[config.mk]
export PLATFORM = sky130hd
export DESIGN_NAME = subpel_sad_select
export DESIGN_NICKNAME = d
export VERILOG_FILES = /design/src/rtl/subpel_sad_select_pkg.sv /design/src/rtl/subpel_sad_select_sum7.sv /design/src/rtl/subpel_sad_select.sv
export SDC_FILE = /design/constraint.sdc
export NUM_CORES = 2
export LEC_CHECK = 0
export CAP_MARGIN = 20
export CORE_AREA = 2 2 565 567
export DETAILED_ROUTE_END_ITERATION = 12
export DIE_AREA = 0 0 567 569
export PLACE_DENSITY_LB_ADDON = 0.25
export SLEW_MARGIN = 20
export SYNTH_ARGS = -nofsm -noshare
export SYNTH_HDL_FRONTEND = slang
export SYNTH_SLANG_ARGS = --single-unit
[constraint.sdc]
create_clock -name clk -period 5.4 [get_ports clk]
set_input_delay 1.62 -clock clk [delete_from_list [all_inputs] [get_ports clk]]
set_output_delay 1.62 -clock clk [all_outputs]
set_load 0.02 [all_outputs]
[src/rtl/subpel_sad_select_pkg.sv]
// Shared constants, FSM encoding and candidate index helpers for subpel_sad_select.
package subpel_sad_select_pkg;

  localparam int unsigned NUM_CAND   = 25;
  localparam int unsigned CENTER_IDX = 12;
  localparam int unsigned NUM_VPOS   = 5;
  localparam int unsigned NUM_HPOS   = 5;
  localparam int unsigned IDX_W      = 5;
  localparam int unsigned CNT_W      = 5;
  localparam int unsigned LINE_W     = 56;
  localparam int unsigned HQ_W       = 112;
  localparam int unsigned F_W        = 56;
  localparam int unsigned SUM_W      = 11;
  localparam int unsigned COST_PAD   = 4;

  // Vertical ordering on every diff bus, LSB first.
  localparam int unsigned VPOS_UH = 0;
  localparam int unsigned VPOS_UQ = 1;
  localparam int unsigned VPOS_M  = 2;
  localparam int unsigned VPOS_LQ = 3;
  localparam int unsigned VPOS_LH = 4;

  typedef enum logic [1:0] {
    ST_IDLE = 2'd0,
    ST_ACC  = 2'd1,
    ST_SCAN = 2'd2,
    ST_DONE = 2'd3
  } state_e;

  function automatic int unsigned hq_off(input int unsigned v);
    return v * HQ_W;
  endfunction

  function automatic int unsigned f_off(input int unsigned v);
    return v * F_W;
  endfunction

  // Scan order visits the center first so ties resolve toward it.
  function automatic logic [IDX_W-1:0] scan_to_idx(input logic [CNT_W-1:0] cnt);
    if (cnt == '0) return IDX_W'(CENTER_IDX);
    else if (cnt <= CNT_W'(CENTER_IDX)) return cnt - IDX_W'(1);
    else return cnt;
  endfunction

  function automatic logic [2:0] idx_dx(input logic [IDX_W-1:0] idx);
    logic [IDX_W-1:0] r;
    r = idx % IDX_W'(NUM_HPOS);
    return 3'(r) - 3'd2;
  endfunction

  function automatic logic [2:0] idx_dy(input logic [IDX_W-1:0] idx);
    logic [IDX_W-1:0] r;
    r = idx / IDX_W'(NUM_HPOS);
    return 3'(r) - 3'd2;
  endfunction

  function automatic logic [2:0] abs3(input logic [2:0] v);
    return v[2] ? 3'd0 - v : v;
  endfunction

  function automatic logic [2:0] mv_abs_sum(input logic [IDX_W-1:0] idx);
    return abs3(idx_dx(idx)) + abs3(idx_dy(idx));
  endfunction

endpackage

[src/rtl/subpel_sad_select_sum7.sv]
// sad_line_sum7: combinational sum of seven unsigned bytes into an 11-bit line sum.
module sad_line_sum7
  import subpel_sad_select_pkg::*;
(
  input  logic [LINE_W-1:0] line,
  output logic [SUM_W-1:0]  sum_c
);

  logic [8:0] s01;
  logic [8:0] s23;
  logic [8:0] s45;
  logic [9:0] s0123;
  logic [9:0] s456;

  assign s01   = 9'(line[7:0])   + 9'(line[15:8]);
  assign s23   = 9'(line[23:16]) + 9'(line[31:24]);
  assign s45   = 9'(line[39:32]) + 9'(line[47:40]);
  assign s0123 = 10'(s01) + 10'(s23);
  assign s456  = 10'(s45) + 10'(line[55:48]);
  assign sum_c = 11'(s0123) + 11'(s456);

endmodule

[src/rtl/subpel_sad_select.sv]
// Accumulates 25 sub-pel candidate SADs per block and scans for the best vector.
// Optional build macro SUBPEL_MV_COST_EN adds LAMBDA*(|dx|+|dy|) to the compare key.
module subpel_sad_select
  import subpel_sad_select_pkg::*;
#(
  parameter int unsigned SAD_W  = 16,
  parameter int unsigned LAMBDA = 4
) (
  input  logic                  clk,
  input  logic                  rst_n,
  input  logic                  in_valid,
  output logic                  in_ready,
  input  logic                  in_last,
  input  logic [5*HQ_W-1:0]     diff_h_bus,
  input  logic [5*HQ_W-1:0]     diff_q_bus,
  input  logic [5*F_W-1:0]      diff_f_bus,
  output logic                  out_valid,
  input  logic                  out_ready,
  output logic [2:0]            best_dx,
  output logic [2:0]            best_dy,
  output logic [SAD_W-1:0]      best_sad
);

  localparam int unsigned KEY_W = SAD_W + COST_PAD;
  localparam int unsigned EXT_W = SAD_W + 1;
  localparam logic [SAD_W-1:0] SAD_MAX = '1;

  state_e               state;
  logic [CNT_W-1:0]     scan_cnt;
  logic                 beat_acc_c;
  logic [SUM_W-1:0]     line_sum_c [NUM_CAND];
  logic [SAD_W-1:0]     acc_rd     [NUM_CAND];
  logic [IDX_W-1:0]     scan_idx_c;
  logic [KEY_W-1:0]     cand_key_c;

  logic                 pipe_vld;
  logic                 pipe_first;
  logic [KEY_W-1:0]     pipe_key;
  logic [SAD_W-1:0]     pipe_sad;
  logic [2:0]           pipe_dx;
  logic [2:0]           pipe_dy;
  logic [KEY_W-1:0]     best_key;

  assign beat_acc_c = in_valid & in_ready;

  // Per-candidate line slicing, line sum and saturating accumulator.
  for (genvar v = 0; v < NUM_VPOS; v++) begin : g_vpos
    for (genvar hp = 0; hp < NUM_HPOS; hp++) begin : g_hpos
      localparam int unsigned IDX = v * NUM_HPOS + hp;
      logic [LINE_W-1:0] line_c;
      logic [EXT_W-1:0]  acc_nxt_c;
      logic [SAD_W-1:0]  acc_q;

      if (hp == 0) begin : g_hm
        assign line_c = diff_h_bus[hq_off(v) +: LINE_W];
      end else if (hp == 1) begin : g_qm
        assign line_c = diff_q_bus[hq_off(v) +: LINE_W];
      end else if (hp == 2) begin : g_f
        assign line_c = diff_f_bus[f_off(v) +: LINE_W];
      end else if (hp == 3) begin : g_qp
        assign line_c = diff_q_bus[hq_off(v) + LINE_W +: LINE_W];
      end else begin : g_hp
        assign line_c = diff_h_bus[hq_off(v) + LINE_W +: LINE_W];
      end

      sad_line_sum7 u_sum (
        .line  (line_c),
        .sum_c (line_sum_c[IDX])
      );

      // The first beat of a block starts from zero rather than the stale total.
      assign acc_nxt_c = ((state == ST_IDLE) ? '0 : EXT_W'(acc_q)) + EXT_W'(line_sum_c[IDX]);

      always_ff @(posedge clk or negedge rst_n) begin
        if (!rst_n) begin
          acc_q <= '0;
        end else if (beat_acc_c) begin
          acc_q <= acc_nxt_c[SAD_W] ? SAD_MAX : acc_nxt_c[SAD_W-1:0];
        end
      end

      assign acc_rd[IDX] = acc_q;
    end
  end

  assign scan_idx_c = scan_to_idx(scan_cnt);

`ifdef SUBPEL_MV_COST_EN
  assign cand_key_c = KEY_W'(acc_rd[scan_idx_c])
                    + KEY_W'(LAMBDA) * KEY_W'(mv_abs_sum(scan_idx_c));
`else
  logic unused_lambda;
  assign unused_lambda = |32'(LAMBDA);
  assign cand_key_c    = KEY_W'(acc_rd[scan_idx_c]);
`endif

  // Control FSM; the scan registers one candidate per cycle into a compare stage.
  always_ff @(posedge clk or negedge rst_n) begin
    if (!rst_n) begin
      state      <= ST_IDLE;
      scan_cnt   <= '0;
      in_ready   <= 1'b1;
      out_valid  <= 1'b0;
      pipe_vld   <= 1'b0;
      pipe_first <= 1'b0;
      pipe_key   <= '0;
      pipe_sad   <= '0;
      pipe_dx    <= '0;
      pipe_dy    <= '0;
    end else begin
      pipe_vld <= 1'b0;
      case (state)
        ST_IDLE, ST_ACC: begin
          if (beat_acc_c) begin
            state    <= in_last ? ST_SCAN : ST_ACC;
            in_ready <= ~in_last;
            scan_cnt <= '0;
          end
        end
        ST_SCAN: begin
          if (scan_cnt < CNT_W'(NUM_CAND)) begin
            pipe_vld   <= 1'b1;
            pipe_first <= (scan_cnt == '0);
            pipe_key   <= cand_key_c;
            pipe_sad   <= acc_rd[scan_idx_c];
            pipe_dx    <= idx_dx(scan_idx_c);
            pipe_dy    <= idx_dy(scan_idx_c);
            scan_cnt   <= scan_cnt + CNT_W'(1);
          end else begin
            state     <= ST_DONE;
            out_valid <= 1'b1;
            scan_cnt  <= '0;
          end
        end
        ST_DONE: begin
          if (out_ready) begin
            state     <= ST_IDLE;
            out_valid <= 1'b0;
            in_ready  <= 1'b1;
          end
        end
        default: begin
          state     <= ST_IDLE;
          in_ready  <= 1'b1;
          out_valid <= 1'b0;
        end
      endcase
    end
  end

  // Strict less-than keeps the earlier candidate on ties.
  always_ff @(posedge clk or negedge rst_n) begin
    if (!rst_n) begin
      best_key <= '0;
      best_sad <= '0;
      best_dx  <= '0;
      best_dy  <= '0;
    end else if (pipe_vld && (pipe_first || (pipe_key < best_key))) begin
      best_key <= pipe_key;
      best_sad <= pipe_sad;
      best_dx  <= pipe_dx;
      best_dy  <= pipe_dy;
    end
  end

endmodule

==> reports/results.ini <==
[timing]
final.min_clock_period_ns = 5.45
fin_crit_sh = 1.01
report.final.slew_viol_count = 0
final.setup_skew_ns = 0.0209
grt_setup_unrepaired = true
finalHoldViolations = 0
maxSlewHeadroom = 0.283
setup_viol = 21
tightest_pin_transition_ns = 1.07
layout_setup_ws_ns = -0.0522
achievable-frequency_ghz = 0.183

[synthesis]
yosys_register_bits = 455
seq_area_frac_synth = 0.169
netlist.area_leader.share = 0.349
async_flop_share = 1.00
synth_ff_type = sky130_fd_sc_hd__dfrtp_1
synth.avg_cell_area_um2 = 8.83
yosys-top-cells-count = 2265 x sky130_fd_sc_hd__inv_1, 1175 x sky130_fd_sc_hd__fa_1, 704 x sky130_fd_sc_hd__nand2_1
synth_most_common_cell = sky130_fd_sc_hd__inv_1
synth-edff-count = 0
synth_largest_area_cell = sky130_fd_sc_hd__fa_1
synth_fp_nets = 10700
synth_cell_types = 90
ys.warnings.count = 0
syn_area_um2 = 67400
synth.top_cells.by_area = sky130_fd_sc_hd__fa_1 35%, sky130_fd_sc_hd__dfrtp_1 17%, sky130_fd_sc_hd__inv_1 13%
synthesis.instances = 7635

[grt]
grt_use_total = 0.181
globalRouteOverflowTotal = 0
grt_start_max_net_pins = 89
grt_antenna_before_repair = 75
wire_length_of_the_first_global_routing_pass_um = 429000
first_global_vias = 64300

[critical_path]
crit_path_max_fanout = 5
critPathArrivalTime_ns = 6.10
cp-start-kind = primary input
rr_worst_depth = 22
cp-startpoint = diff_q_bus[82]
endpoint_kind = flip-flop
regToRegStartpoint = state[1]
r2r_slack_ns = 0.22
criticalPathCategory = in -> reg
worst_ep_required_time_ns = 6.04
worst_r2r_endpoint = g_vpos[2].g_hpos[4].acc_q[9]

[drt]
detailedRoute.firstPassIterationCount = 6
final_routed_wire_length_divided_by_cell_count_um = 21.3
remaining_drc_errors = 0
routed_via_density = 4.22
vias = 58400
route.final.wire_length_um = 295000
drtAntennaViolNets = 0
drtIter0Drc = 2634

[placement]
dpl_worst_slack_ns = -1.55
finalWeightedCongestion = 0.911
place.port_buffers = 1428
dp.final_hpwl_um = 256000

[hold_path]
min_to = pipe_dy[1]
worst_hold_path_type = reg -> reg
hold_path_depth = 2
hp-start = pipe_dy[1]

[cts]
max-clock-path-buffers = 3
cts-htree-levels = 2
cts-buffers-inserted = 61
tritoncts = yes
ctsRootBufferMaster = sky130_fd_sc_hd__clkbuf_16
cts.reportedPaths.clkPinSlew_ns = 0.06
cts.sinks = 455
hold_buffers = 0
clock_latency_ns = 0.71

[cells_and_area]
layout.nets = 12600
drive_gt1_frac = 0.268
area.growth.synth_to_final_pct = 46.6

[power_and_ir_drop]
power_density_nw_per_um2 = 380
total_power_mw = 37.5
p_leak_nw = 49.3
max-vdd-ir-drop_v = 0.000314

[floorplan]
io-pin-count = 1429
core_area_um2 = 317000
placementRows = 207
die-area_um2 = 323000
initial_standard_cell_utilization_of_the_core = 0.213
die-height_um = 569
die_x_um = 567

[flow_run]
maxCapViolCount = 0

[status]
run_status = finished with violations
violations = negative setup slack

-- metal layers --
metal	track usage	vias to the layer above	wire [µm]
met5	0	-	320
met4	0.0315	52	5090
met3	0.0322	270	15700
met2	0.316	1585	146000
met1	0.234	29300	128000
li1	-	27200	-
-- metrics by stage --
stage	TNS [ns]	instances	cell area, µm²	hold WS [ns]	utilization
global placement	-434.86	13500	91800	0.467	0.290
global route	-5.61	13800	98800	0.512	0.312
detailed placement	-442.47	13500	91800	0.468	0.290
floorplan	-61.68	7635	68800	0.433	-
CTS	-0.788	13800	95700	0.484	0.302
finish	-0.534	13800	98800	0.482	0.312
-- power breakdown --
group | internal [mW] | switching, mW
clock | 2.42 | 1.75
sequential | 3.41 | 0
combinational | 15.6 | 14.4
total | 21.4 | 16.1
-- cells in the final DEF, fill, tap and decap left out, types with 34 or more instances in the layout --
cell                                 n
sky130_fd_sc_hd__a21o_1             50
sky130_fd_sc_hd__a21oi_1           160
sky130_fd_sc_hd__a21oi_2           160
sky130_fd_sc_hd__a31oi_1            41
sky130_fd_sc_hd__and2_1            186
sky130_fd_sc_hd__buf_12             34
sky130_fd_sc_hd__buf_2              34
sky130_fd_sc_hd__buf_4             599
sky130_fd_sc_hd__buf_6              82
sky130_fd_sc_hd__clkbuf_16          61
sky130_fd_sc_hd__clkbuf_2           87
sky130_fd_sc_hd__clkdlybuf4s15_1    38
sky130_fd_sc_hd__clkdlybuf4s50_1   638
sky130_fd_sc_hd__dfrtp_1           454
sky130_fd_sc_hd__dlygate4sd2_1     299
sky130_fd_sc_hd__dlymetal6s2s_1    291
sky130_fd_sc_hd__fa_1              961
sky130_fd_sc_hd__fa_2              214
sky130_fd_sc_hd__ha_1              361
sky130_fd_sc_hd__ha_4               67
sky130_fd_sc_hd__inv_1            1510
sky130_fd_sc_hd__inv_2             717
sky130_fd_sc_hd__nand2_1           694
sky130_fd_sc_hd__nand3_1           236
sky130_fd_sc_hd__nor2_1            267
sky130_fd_sc_hd__nor3_1             52
sky130_fd_sc_hd__o21ai_0            59
sky130_fd_sc_hd__o21ai_1            72
sky130_fd_sc_hd__o21ai_2            60
sky130_fd_sc_hd__o22a_1            125
sky130_fd_sc_hd__xnor2_1           125
sky130_fd_sc_hd__xor2_1             54
-- registers in the layout (all words and copies together) (netlist names), 2 cells and up --
register / count
pipe_dx: 3
state: 2
pipe_dy: 3
g_vpos.g_hpos.acc_q: 400
best_dy: 3
best_dx: 3
scan_cnt: 5
best_key: 16
pipe_sad: 16
-- worst max path at each step --
stage	end	slack (ns)	cells after the start
6_report	g_vpos[0].g_hpos[3].acc_q[8]	-0.05	21
5_1_grt	g_vpos[0].g_hpos[0].acc_q[7]	-0.15	21
4_1_cts	g_vpos[0].g_hpos[0].acc_q[5]	-0.07	23
3_5_place_dp	g_vpos[0].g_hpos[4].acc_q[10]	-1.55	20
3_3_place_gp	g_vpos[0].g_hpos[4].acc_q[3]	-1.55	20
2_1_floorplan	g_vpos[4].g_hpos[1].acc_q[3]	-0.34	19
-- critical path, stage by stage --
cell and delay [ns]:
sky130_fd_sc_hd__buf_6 0.07, sky130_fd_sc_hd__inv_2 0.03, sky130_fd_sc_hd__fa_1 0.55, sky130_fd_sc_hd__inv_2 0.04, sky130_fd_sc_hd__fa_1 0.57, sky130_fd_sc_hd__fa_1 0.44, sky130_fd_sc_hd__fa_1 0.52, sky130_fd_sc_hd__ha_2 0.19
sky130_fd_sc_hd__inv_2 0.04, sky130_fd_sc_hd__fa_2 0.33, sky130_fd_sc_hd__nor2b_1 0.14, sky130_fd_sc_hd__o21ai_2 0.09, sky130_fd_sc_hd__a21boi_2 0.14, sky130_fd_sc_hd__buf_4 0.14, sky130_fd_sc_hd__o21ai_4 0.07, sky130_fd_sc_hd__a211oi_4 0.35
sky130_fd_sc_hd__o31ai_4 0.12, sky130_fd_sc_hd__or2_4 0.28, sky130_fd_sc_hd__buf_12 0.14, sky130_fd_sc_hd__nand2_8 0.08, sky130_fd_sc_hd__o22a_1 0.14
-- repair_timing --
| action | 4_1_cts | 5_1_grt |
|---|---|---|
| pin swaps | 676 | 853 |
| cloned | 14 | 2 |
| setup endpoints to repair | 400 | 399 |
| buffers inserted | 128 | 66 |
| resized for setup | 1375 | 1386 |
-- logic make-up after synthesis --
group                      after synthesis  synth area share
AOI/OAI and AO/OA                     1143             0.113
xor gates and xnor gates               180            0.0234
DFF                                    455             0.169
and+or+nand+nor                       1699             0.116
muxes                                   37           0.00613
buffers and inverters                 2498             0.141
adders and majority gates             1623             0.432
-- area by class of cell --
type / instances / area [µm²]
Timing Repair Buffer: 2114 / 19900
Sequential cell: 455 / 11400
Clock inverter: 14 / 149
Timing Repair inverter: 3 / 22.5
Clock buffer: 92 / 1840
Inverter: 2270 / 8780
Tap cell: 4180 / 5230
Fill cell: 33500 / 218000
Antenna cell: 24 / 60.1
Multi-Input combinational cell: 4687 / 51400
Note: power is estimated with default switching activity, not from simulation.
